### src/rtl/branch_predictor.sv
// Direct-mapped BTB with saturating-counter direction prediction and optional gshare indexing.
// The prediction is registered so it lines up with IF/ID; updates arrive from branch resolution.
module branch_predictor #(
  parameter int PC_W    = 32,
  parameter int ENTRIES = 16,
  parameter int CNT_W   = 2,
  parameter int GHR_W   = 0,
  parameter int PERF_W  = 32
) (
  input  logic              clk,
  input  logic              rst,
  input  logic              lookup_en,
  input  logic              flush,
  input  logic [PC_W-1:0]   lookup_pc,
  output logic              pred_hit,
  output logic              pred_taken,
  output logic [PC_W-1:0]   pred_target,
  input  logic              upd_valid,
  input  logic [PC_W-1:0]   upd_pc,
  input  logic              upd_taken,
  input  logic [PC_W-1:0]   upd_target,
  input  logic              upd_mispredict,
  output logic [PERF_W-1:0] perf_mispred
);

  localparam int IDX_W = $clog2(ENTRIES);
  localparam int TAG_W = PC_W - IDX_W - 2;
  localparam int GH_W  = (GHR_W > 0) ? GHR_W : 1;
  localparam logic [CNT_W-1:0] WNT = CNT_W'((1 << (CNT_W - 1)) - 1);
  localparam logic [CNT_W-1:0] WT  = CNT_W'(1 << (CNT_W - 1));

  function automatic logic [CNT_W-1:0] sat_inc(input logic [CNT_W-1:0] c);
    return (&c) ? c : c + CNT_W'(1);
  endfunction

  function automatic logic [CNT_W-1:0] sat_dec(input logic [CNT_W-1:0] c);
    return (c == '0) ? c : c - CNT_W'(1);
  endfunction

  function automatic logic [PERF_W-1:0] sat_perf(input logic [PERF_W-1:0] p);
    return (&p) ? p : p + PERF_W'(1);
  endfunction

  logic             ent_valid  [ENTRIES];
  logic [TAG_W-1:0] ent_tag    [ENTRIES];
  logic [PC_W-1:0]  ent_target [ENTRIES];
  logic [CNT_W-1:0] ent_cnt    [ENTRIES];

  logic [GH_W-1:0]  ghr;
  logic [GH_W-1:0]  ghr_next;
  logic [IDX_W-1:0] hist;

  logic [IDX_W-1:0] lk_idx_p0;
  logic [TAG_W-1:0] lk_tag_p0;
  logic             lk_hit_p0;
  logic             lk_taken_p0;
  logic [PC_W-1:0]  lk_target_p0;

  logic [IDX_W-1:0] up_idx;
  logic [TAG_W-1:0] up_tag;
  logic             up_hit;

  logic             hit_p1;
  logic             taken_p1;
  logic [PC_W-1:0]  target_p1;
  logic [PERF_W-1:0] perf_cnt;

  logic unused_pc_lsbs;
  assign unused_pc_lsbs = ^{lookup_pc[1:0], upd_pc[1:0]};

  // History is zero-extended into the index; in bimodal mode ghr never leaves 0.
  always_comb begin
    hist = '0;
    if (GHR_W > 0) hist[GH_W-1:0] = ghr;
  end

  assign ghr_next = (ghr << 1) | GH_W'(upd_taken);

  // Stage p0: combinational lookup against the current (pre-update) table
  always_comb begin
    lk_idx_p0    = lookup_pc[IDX_W+1:2] ^ hist;
    lk_tag_p0    = lookup_pc[PC_W-1:IDX_W+2];
    lk_hit_p0    = ent_valid[lk_idx_p0] && (ent_tag[lk_idx_p0] == lk_tag_p0);
    lk_taken_p0  = lk_hit_p0 && ent_cnt[lk_idx_p0][CNT_W-1];
    lk_target_p0 = lk_taken_p0 ? ent_target[lk_idx_p0] : lookup_pc + PC_W'(4);
  end

  always_comb begin
    up_idx = upd_pc[IDX_W+1:2] ^ hist;
    up_tag = upd_pc[PC_W-1:IDX_W+2];
    up_hit = ent_valid[up_idx] && (ent_tag[up_idx] == up_tag);
  end

  // Stage p1: registered prediction plus table/history/counter commit
  always_ff @(posedge clk) begin
    if (rst) begin
      hit_p1    <= 1'b0;
      taken_p1  <= 1'b0;
      target_p1 <= '0;
      ghr       <= '0;
      perf_cnt  <= '0;
      for (int i = 0; i < ENTRIES; i++) begin
        ent_valid[i]  <= 1'b0;
        ent_tag[i]    <= '0;
        ent_target[i] <= '0;
        ent_cnt[i]    <= WNT;
      end
    end else begin
      if (flush) begin
        hit_p1    <= 1'b0;
        taken_p1  <= 1'b0;
        target_p1 <= '0;
      end else if (lookup_en) begin
        hit_p1    <= lk_hit_p0;
        taken_p1  <= lk_taken_p0;
        target_p1 <= lk_target_p0;
      end

      if (upd_valid) begin
        if (up_hit) begin
          if (upd_taken) begin
            ent_cnt[up_idx]    <= sat_inc(ent_cnt[up_idx]);
            ent_target[up_idx] <= upd_target;
          end else begin
            ent_cnt[up_idx] <= sat_dec(ent_cnt[up_idx]);
          end
        end else if (upd_taken) begin
          ent_valid[up_idx]  <= 1'b1;
          ent_tag[up_idx]    <= up_tag;
          ent_target[up_idx] <= upd_target;
          ent_cnt[up_idx]    <= WT;
        end
        if (GHR_W > 0) ghr <= ghr_next;
        if (upd_mispredict) perf_cnt <= sat_perf(perf_cnt);
      end
    end
  end

  assign pred_hit     = hit_p1;
  assign pred_taken   = taken_p1;
  assign pred_target  = target_p1;
  assign perf_mispred = perf_cnt;

endmodule

### config.mk
export PLATFORM = sky130hd
export DESIGN_NAME = branch_predictor
export DESIGN_NICKNAME = d
export VERILOG_FILES = /design/src/rtl/branch_predictor.sv
export SDC_FILE = /design/constraint.sdc
export NUM_CORES = 2
export LEC_CHECK = 0
export ABC_AREA = 1
export CORE_MARGIN = 2
export CORE_UTILIZATION = 35
export CTS_CLUSTER_SIZE = 16
export DETAILED_ROUTE_END_ITERATION = 10
export MAX_ROUTING_LAYER = met4
export SLEW_MARGIN = 20
export SYNTH_ARGS = -nofsm -noshare
export SYNTH_HDL_FRONTEND = slang
export SYNTH_SLANG_ARGS = --single-unit
### constraint.sdc
create_clock -name clk -period 5 [get_ports clk]
set_input_delay 1 -clock clk [delete_from_list [all_inputs] [get_ports clk]]
set_output_delay 1 -clock clk [all_outputs]
set_load 0.05 [all_outputs]
==> run_results.csv <==
group,metric,value,unit
critical_path,path_max_fanout,28,
synth,syn-mean-instance-area,8.13,um^2
critical_path,arrival,4.43,ns
pwr,p_comb_frac,0.125,
pwr,power_frac_clock,0.392,
sta,layout_setup_ws,1.01,ns
route,drc,0,
synth,synth_top_area_share,0.533,
pwr,vdd.ir_drop.worst,0.326,mV
status,outcome,"finished, final reports clean",
sta,tightestPinTransition,1.11,ns
synth,ys_warn_count,0,
clocking,cts_buffer_depth,3,
floorplan,initial_utilization,0.352,
place,dpl.cell_count,8606,
synth,synth_edf_count,960,
pwr,leakage,25.8,nW
synth,synth_seq_cells,1042,
clocking,clkTransAtPathRegs,0.05,ns
place,dpl.hpwl,124,mm
final_layout,final_cells,8824,
sta,setup_viol_count_final,0,
clocking,cts_made_buffers,114,
clocking,clock_sink_count,1042,
synth,syn-num-nets,6756,
final_layout,fill_cells,15315,
pwr,sw_frac_of_total,0.276,
final_layout,regArea,0.0305,mm^2
pwr,power_density,336,mW/mm^2
job,maxCapViolations,0,
route,drtIter0Drc,5129,
floorplan,pin_count,169,
sta,max-slew-margin-rel,0.259,
final_layout,multi_input_area,0.0196,mm^2
clocking,root_buffer,"clkbuf_16",
synth,synthArstFlopShare,0,
route,firstDrtPassIters,6,
clocking,cts_tree,"yes",
sta,setup_tns,0,ns
place,pre_cts_slack,0.391,ns
floorplan,num_rows,144,
critical_path,critPathLaunchType,"input pin",
critical_path,path_class,"input pin to register",
route,num_vias,46923,
sta,timing.final.crit_share,0.799,
sta,max_clock_freq,250,MHz
floorplan,core,0.154,mm^2
floorplan,die_h,397,um
place,globalplace.congestion,0.932,
pwr,power_frac_seq,0.483,
sta,slew_violations,0,
clocking,cts-hold-fix-buffers,0,
synth,synth_area,0.0541,mm^2
clocking,cts_max_level,3,
final_layout,drive_gt1_frac,0.0642,
pwr,cellInternalPower,0.0151,W
floorplan,die_w,397,um
route,wire_per_inst,22.1,um
synth,yosysSeqAreaShare,0.563,
synth,syn_inst,6651,
clocking,post_cts_buffers,0,
final_layout,syn_to_final_growth,14.9,%
synth,ys_types,46,
floorplan,die_area,0.158,mm^2
synth,synthFlopType,"edfxtp_1",
final_layout,final_nets,6783,
synth,ys_top_cells_by_area,"edfxtp_1, nand2_1, nor2_1",
sta,clock_skew,0.0947,ns
place,io_buffer_count,166,
clocking,cts_resized,0,
clocking,clkLatencyLatePin,0.81,ns
global_routing,grt_pass1_wl,285,mm
global_routing,globalRoute.totalOverflow,0,
sta,rsz0062_at_grt,"false",
global_routing,grt_pass1_vias,44139,
global_routing,grt_antenna_before_repair,9,
synth,synth_top_cell_by_area,"edfxtp_1",
pwr,switchingPower,0.00577,W
route,ant_nets,0,
global_routing,grt_max_degree,134,
route,vias_per_cell,5.32,
sta,hold_violations,0,
sta,post-route-min-period,3.99,ns
global_routing,grt_usage,0.250,
critical_path,required,5.43,ns
critical_path,end_kind,"register",
hold_path,hold_class,"register to register",
route,drt_wl_total,195,mm
Yosys cell counts (all sizes together) (5+ instances only):
library cell	number
a21oi	98
a22o	17
a22oi	11
a31oi	18
buf	176
clkbuf	283
clkinv	28
dfxtp	82
edfxtp	960
inv	526
nand2	1778
nand3	333
nand4	17
nor2	1536
nor3	33
nor4	5
o211ai	21
o21ai	539
o221ai	24
o22ai	90
or2	18
xor2	28
registers in the layout, summed over array words and instances (netlist names):
name          cells
ent_tag         416
perf_mispred     32
pred_hit          1
ent_valid        16
ent_cnt          32
pred_target      32
pred_taken        1
ent_target      512
cells in the final DEF (no fill, tap or decap), types with 5 or more instances in the layout:
cell type and count:
nand4_1 17, dfxtp_1 82, o21ai_0 514, buf_4 156, clkinv_1 51, nand3_1 332
nor4_1 5, clkinv_16 7, a22o_1 17, clkinv_2 25, nor3_1 33, or2_2 10
diode_2 6, o21ai_1 25, buf_12 49, nand2_1 1743, clkdlybuf4s50_1 159, a21oi_1 97
edfxtp_1 960, nand2_2 34, o221ai_1 24, o211ai_1 21, clkbuf_1 30, inv_1 516
a31oi_1 18, nor2_1 1529, clkbuf_16 114, a22oi_1 11, or2_1 8, xor2_1 28
o22ai_1 90, inv_2 8
critical path: stages:
cell	delay, ns
buf_8	0.25
inv_2	0.09
buf_4	0.26
nand2_1	0.10
nand2_1	0.06
nand2_1	0.06
nand2_1	0.14
nand2_1	0.10
nand2_1	0.05
nor2_1	0.37
nor2_1	0.21
or2_1	0.27
nor2_1	0.08
nand2_1	0.06
nor2_1	0.09
nand2_1	0.09
nor2_4	0.12
buf_12	0.18
or2_1	0.32
nand2_1	0.12
buf_4	0.32
logic make-up (layout without fill, tap and decap cells):
family | count (synthesis) | after routing | share of synthesized area
compound gates | 834 | 834 | 0.0852
xor+xnor | 30 | 30 | 0.00486
fa+ha+maj | 2 | 2 | 0.000463
buf+inv | 1013 | 1136 | 0.0759
flops | 1042 | 1042 | 0.563
other cells | 0 | 6 | 0
simple gates | 3730 | 3730 | 0.270
power by group through the flow:
| stage | clock [W] | combinational [W] | sequential, W |
|---|---|---|---|
| 5_1_grt | 0.00857 | 0.00282 | 0.0101 |
| 6_report | 0.00818 | 0.00261 | 0.0101 |
| 2_1_floorplan | 0 | 0.00146 | 0.0103 |
| 3_3_place_gp | 0 | 0.00254 | 0.0102 |
| 4_1_cts | 0.00826 | 0.00258 | 0.0101 |
| 3_5_place_dp | 0 | 0.00257 | 0.0103 |
metal layers:
metal | track usage | part of all wire | vias to the layer above
met1 | 0.306 | 0.39 | 22564
met4 | 0.123 | 0.054 | 0
met3 | 0.0392 | 0.083 | 481
met5 | - | 0 | -
li1 | - | - | 21637
met2 | 0.402 | 0.47 | 2241
worst paths after layout:
| path | start | end | slack, ns | depth (start not counted) |
|---|---|---|---|---|
| max | upd_pc[2] | ent_tag[7][17]$_SDFFCE_PN0P_ | 1.01 | 21 |
| min | perf_mispred[4]$_SDFFE_PP0P_ | perf_mispred[4]$_SDFFE_PP0P_ | 0.46 | 2 |
| max reg2reg | ent_tag[4][15]$_SDFFCE_PN0P_ | ent_tag[7][17]$_SDFFCE_PN0P_ | 1.53 | 17 |
| min reg2reg | perf_mispred[4]$_SDFFE_PP0P_ | perf_mispred[4]$_SDFFE_PP0P_ | 0.46 | 2 |
area by class of cell:
cell class,count,area share
Sequential cell,1042,0.490
Multi-Input combinational cell,4596,0.316
Timing Repair Buffer,370,0.0612
Clock buffer,145,0.0479
Tap cell,2044,0.0411
Inverter,554,0.0338
Clock inverter,67,0.00972
Antenna cell,6,0.000242
per-stage QoR:
| stage | cell area [um^2] | util | hold WS, ns | power (W) |
|---|---|---|---|---|
| after floorplan | 54100 | - | 0.442 | 0.0117 |
| after global placement | 58600 | 0.381 | 0.452 | 0.0128 |
| after detailed placement | 58600 | 0.381 | 0.453 | 0.0128 |
| after CTS | 62100 | 0.404 | 0.462 | 0.0209 |
| after global routing | 62100 | 0.404 | 0.482 | 0.0215 |
| final | 62100 | 0.404 | 0.460 | 0.0209 |
(Power assumes the default switching activity.)
